$ cat src/rtl/alu_serial_seq.sv
// Bit-serial operand sequencer and result collector for a 1-bit ALU.
// Feeds operands LSB first, chains carry, and assembles the WIDTH-bit result.
module alu_serial_seq #(
  parameter int WIDTH = 8
) (
  input  logic             clk,
  input  logic             rst,
  input  logic             start,
  input  logic [3:0]       opcode,
  input  logic [WIDTH-1:0] a,
  input  logic [WIDTH-1:0] b,
  input  logic             cin,
  output logic             busy,
  output logic             done,
  output logic [WIDTH-1:0] result,
  output logic             carry_out,
  output logic             alu_op_a,
  output logic             alu_op_b,
  output logic             alu_cin,
  output logic [3:0]       alu_opcode,
  input  logic             alu_result,
  input  logic             alu_cout
);

  localparam logic [3:0] OP_ADDC = 4'h1;
  localparam int CW = $clog2(WIDTH);
  localparam logic [CW-1:0] LAST = CW'(WIDTH - 1);

  typedef enum logic [1:0] {
    S_IDLE,
    S_RUN,
    S_DONE
  } state_t;

  state_t           state_q, state_d;
  logic [WIDTH-1:0] a_sh_q, a_sh_d;
  logic [WIDTH-1:0] b_sh_q, b_sh_d;
  logic [WIDTH-1:0] res_sh_q, res_sh_d;
  logic [WIDTH-1:0] result_q, result_d;
  logic [3:0]       op_q, op_d;
  logic [CW-1:0]    cnt_q, cnt_d;
  logic             carry_q, carry_d;
  logic             cout_q, cout_d;

  always_ff @(posedge clk or posedge rst) begin
    if (rst) begin
      state_q  <= S_IDLE;
      a_sh_q   <= '0;
      b_sh_q   <= '0;
      res_sh_q <= '0;
      result_q <= '0;
      op_q     <= '0;
      cnt_q    <= '0;
      carry_q  <= 1'b0;
      cout_q   <= 1'b0;
    end else begin
      state_q  <= state_d;
      a_sh_q   <= a_sh_d;
      b_sh_q   <= b_sh_d;
      res_sh_q <= res_sh_d;
      result_q <= result_d;
      op_q     <= op_d;
      cnt_q    <= cnt_d;
      carry_q  <= carry_d;
      cout_q   <= cout_d;
    end
  end

  always_comb begin
    state_d  = state_q;
    a_sh_d   = a_sh_q;
    b_sh_d   = b_sh_q;
    res_sh_d = res_sh_q;
    result_d = result_q;
    op_d     = op_q;
    cnt_d    = cnt_q;
    carry_d  = carry_q;
    cout_d   = cout_q;

    unique case (state_q)
      S_IDLE: begin
        if (start) begin
          state_d = S_RUN;
          a_sh_d  = a;
          b_sh_d  = b;
          op_d    = opcode;
          cnt_d   = '0;
          carry_d = (opcode == OP_ADDC) ? cin : 1'b0;
        end
      end
      S_RUN: begin
        a_sh_d   = a_sh_q >> 1;
        b_sh_d   = b_sh_q >> 1;
        res_sh_d = {alu_result, res_sh_q[WIDTH-1:1]};
        carry_d  = alu_cout;
        cnt_d    = cnt_q + CW'(1);
        if (cnt_q == LAST) begin
          state_d  = S_DONE;
          result_d = {alu_result, res_sh_q[WIDTH-1:1]};
          cout_d   = alu_cout;
        end
      end
      S_DONE: begin
        state_d = S_IDLE;
      end
      default: begin
        state_d = S_IDLE;
      end
    endcase
  end

  // The ALU sees zeros whenever no operation is in flight.
  always_comb begin
    alu_op_a   = 1'b0;
    alu_op_b   = 1'b0;
    alu_cin    = 1'b0;
    alu_opcode = '0;
    if (state_q == S_RUN) begin
      alu_op_a   = a_sh_q[0];
      alu_op_b   = b_sh_q[0];
      alu_cin    = carry_q;
      alu_opcode = op_q;
    end
  end

  assign busy      = (state_q != S_IDLE);
  assign done      = (state_q == S_DONE);
  assign result    = result_q;
  assign carry_out = cout_q;

endmodule

$ cat config.mk
export PLATFORM = sky130hd
export DESIGN_NAME = alu_serial_seq
export DESIGN_NICKNAME = d
export VERILOG_FILES = /design/src/rtl/alu_serial_seq.sv
export SDC_FILE = /design/constraint.sdc
export NUM_CORES = 1
export LEC_CHECK = 0
export ABC_CLOCK_PERIOD_IN_PS = 2300
export CORE_MARGIN = 2
export CORE_UTILIZATION = 35
export CTS_CLUSTER_SIZE = 12
export DETAILED_ROUTE_END_ITERATION = 6
export GPL_TIMING_DRIVEN = 0
export HOLD_SLACK_MARGIN = 0.05
export MAX_ROUTING_LAYER = met4
export PLACE_DENSITY = 0.62
export SYNTH_ARGS = -nofsm -noshare
export SYNTH_HDL_FRONTEND = slang
export SYNTH_SLANG_ARGS = --single-unit
$ cat constraint.sdc
create_clock -name clk -period 2.3 [get_ports clk]
set_input_delay 0.46 -clock clk [delete_from_list [all_inputs] [get_ports clk]]
set_output_delay 0.46 -clock clk [all_outputs]
set_load 0.1 [all_outputs]
==> impl_metrics.py <==
metrics = {
    "synth": {
        "syn_avg_cell_area_um2": 10.4,
        "yosysTopAreaCell": "dfrtp_1",
        "synth_cell_types": 23,
        "synth-seq-cells": 42,
        "synth.most_common_cell": "nand2_1",
        "synth_enable_flop_cells": 0,
        "synth_cells": 179,
        "synth.area.top_cells": "dfrtp_1, nand2_1, mux2_1, and3b_1, o21ai_0",
        "netlist_area_um2": 1860,
        "yosysWarningCount": 0,
        "synth_ff_type": "dfrtp_1",
        "synth_common_cells": "nand2_1, dfrtp_1, o21ai_0, a21oi_1, and3b_1",
        "yosysSeqAreaShare_pct": 56.5,
        "syn_nets": 207,
        "synthArstFlopShare_pct": 100,
        "synth_top_area_share_pct": 56.5,
    },
    "setup_path": {
        "timing.rr.start": "state_q[1]",
        "end_kind": "primary output",
        "critPathTopFamily": "buffers and inverters",
        "max_stage_delay_ns": 1.14,
        "setup.worst_path.class": "flip-flop to primary output",
        "cp_slowest_cell": "clkdlybuf4s50_1",
        "crit_fanout": 2,
        "cp.arrival_ns": 1.78,
        "start_kind": "flip-flop",
        "rrSetupSlack_ns": 0.76,
        "reg2reg_depth": 4,
        "cp.buffers_inverters": 1,
        "path_cells": "clkdlybuf4s50_1",
        "r2r_end": "op_q[3]",
        "required_ns": 1.84,
    },
    "route": {
        "drc_errors": 0,
        "routedWlPerCell_um": 12.8,
        "dr.first_iter.drc_count": 59,
        "vias": 1391,
        "dr.pass1.iters": 4,
        "routed_via_density": 4.64,
        "ant_nets": 0,
        "drt-total-wl_um": 3830,
    },
    "worst_hold_path": {
        "hp-class": "flip-flop to flip-flop",
        "min_to": "a_sh_q[5]",
        "hold_path_depth": 2,
        "hp-start": "a_sh_q[5]",
    },
    "floorplan": {
        "dieArea_um2": 5920,
        "pin_count": 44,
        "die_y_um": 76.9,
        "start_util_pct": 36.5,
        "die_w_um": 76.9,
        "num_rows": 26,
        "core_area_um2": 5110,
    },
    "sta": {
        "drv_slew": 0,
        "tns_ns": 0,
        "fin_skew_ns": 0.0120,
        "holdWs_ns": 0.486,
        "slew_headroom_pct": 34.1,
        "worst_pin_slew_ns": 0.986,
        "fin_crit_ns": 2.24,
        "fmax_mhz": 447,
        "period_share_pct": 97.3,
        "rsz0062_at_grt": "false",
        "hold_viol_final": 0,
        "setup_violations": 0,
    },
    "global_routing": {
        "grtUsageTotal_pct": 14.6,
        "grt_pass1_vias": 1394,
        "antenna_found_initial": 0,
        "grt_pass1_wl_um": 6710,
        "grt.overflow.total": 0,
        "grt_max_degree": 43,
    },
    "status": {
        "status": "finished clean",
    },
    "clock_network": {
        "numCtsBuffers": 5,
        "cts_sinks": 42,
        "htreeDepth": 2,
        "clkLatencyLatePin_ns": 0.30,
        "cts-root-buf": "clkbuf_8",
        "cts_tree": "done",
        "clkTransAtPathRegs_ns": 0.09,
        "clock_path_buffers": 2,
    },
    "placed_design": {
        "portBuffers": 43,
        "hpwlAfterDp_um": 2670,
        "gp_congestion": 0.752,
    },
    "final_layout": {
        "num_antenna_cells": 0,
        "drive_above_1_share_pct": 14.8,
        "final_nets": 257,
        "syn_to_final_growth_pct": 33.5,
        "postLayoutCoreUtil_pct": 48.7,
    },
    "run": {
        "cap_violations": 0,
    },
}
-- placed cells by master (no fill, tap or decap), types with 2 or more instances in the layout --
| cell | n |
|---|---|
| nand2_1 | 45 |
| mux2_1 | 9 |
| clkdlybuf4s50_1 | 34 |
| clkdlybuf4s18_2 | 6 |
| and2_1 | 7 |
| buf_2 | 9 |
| ha_1 | 2 |
| nor2b_1 | 2 |
| o21ai_0 | 19 |
| a22oi_1 | 4 |
| mux2_2 | 4 |
| clkbuf_8 | 5 |
| and3b_1 | 11 |
| dfrtp_1 | 42 |
| o21bai_1 | 2 |
| a21oi_1 | 11 |
| clkbuf_1 | 3 |
-- layout make-up --
| type | count | area, um^2 |
|---|---|---|
| Clock buffer | 6 | 72.6 |
| Timing Repair Buffer | 43 | 424 |
| Clock inverter | 2 | 37.5 |
| Inverter | 2 | 7.51 |
| Sequential cell | 42 | 1050 |
| Tap cell | 70 | 87.6 |
| Fill cell | 496 | 2620 |
| Multi-Input combinational cell | 124 | 751 |
| Buffer | 11 | 55.1 |
-- what timing repair did --
| action | CTS | global route |
|---|---|---|
| gates resized for setup | 32 | 10 |
| endpoints found under the setup margin | 9 | 9 |
| hold buffers | 0 | 0 |
| buffers inserted | 0 | 0 |
-- registers in the layout (all words and copies together), names as in the netlist, 2 cells and up --
signal	cells
res_sh_q	7
a_sh_q	8
b_sh_q	8
op_q	4
result	8
cnt_q	3
state_q	2
-- layer usage --
metal / global-route usage, % / vias to the layer above / part of all wire [%]
met5: - / - / 0
met4: 5.45 / 0 / 1.5
met3: 4.59 / 5 / 6.5
met2: 22.0 / 38 / 44
met1: 18.5 / 648 / 48
li1: - / 700 / -
-- worst max path at each step --
stage	startpoint	to	slack [ns]	cells past startpoint
global placement	state_q[0]	alu_opcode[1]	-0.46	5
detailed placement	state_q[0]	alu_opcode[1]	-0.44	5
CTS	carry_out	carry_out	0.05	1
floorplan	state_q[0]	alu_opcode[1]	0.21	4
global route	state_q[0]	alu_opcode[3]	0.001	4
finish	carry_out	carry_out	0.06	1
-- logic make-up (layout without fill, tap and decap cells) --
kind of cell	count (synthesis)	count (layout)	share of synthesized area [%]
and+or+nand+nor	72	72	20.2
DFF	42	42	56.5
AOI/OAI and AO/OA	37	37	10.8
muxes	13	13	7.86
buffers and inverters	13	64	3.36
adders and majority gates	2	2	1.34
-- stage by stage --
| step | cell area, um^2 | worst slack, ns | instances |
|---|---|---|---|
| floorplan | 1860 | 0.212 | 179 |
| global placement | 2380 | -0.462 | 292 |
| detailed placement | 2380 | -0.443 | 292 |
| CTS | 2490 | 0.0459 | 300 |
| global route | 2490 | 0.00136 | 300 |
| finish | 2490 | 0.0625 | 300 |
Power is left out: the tool's default activity adds up to more than one toggle a clock period on the data nets, which glitch-free logic cannot reach.
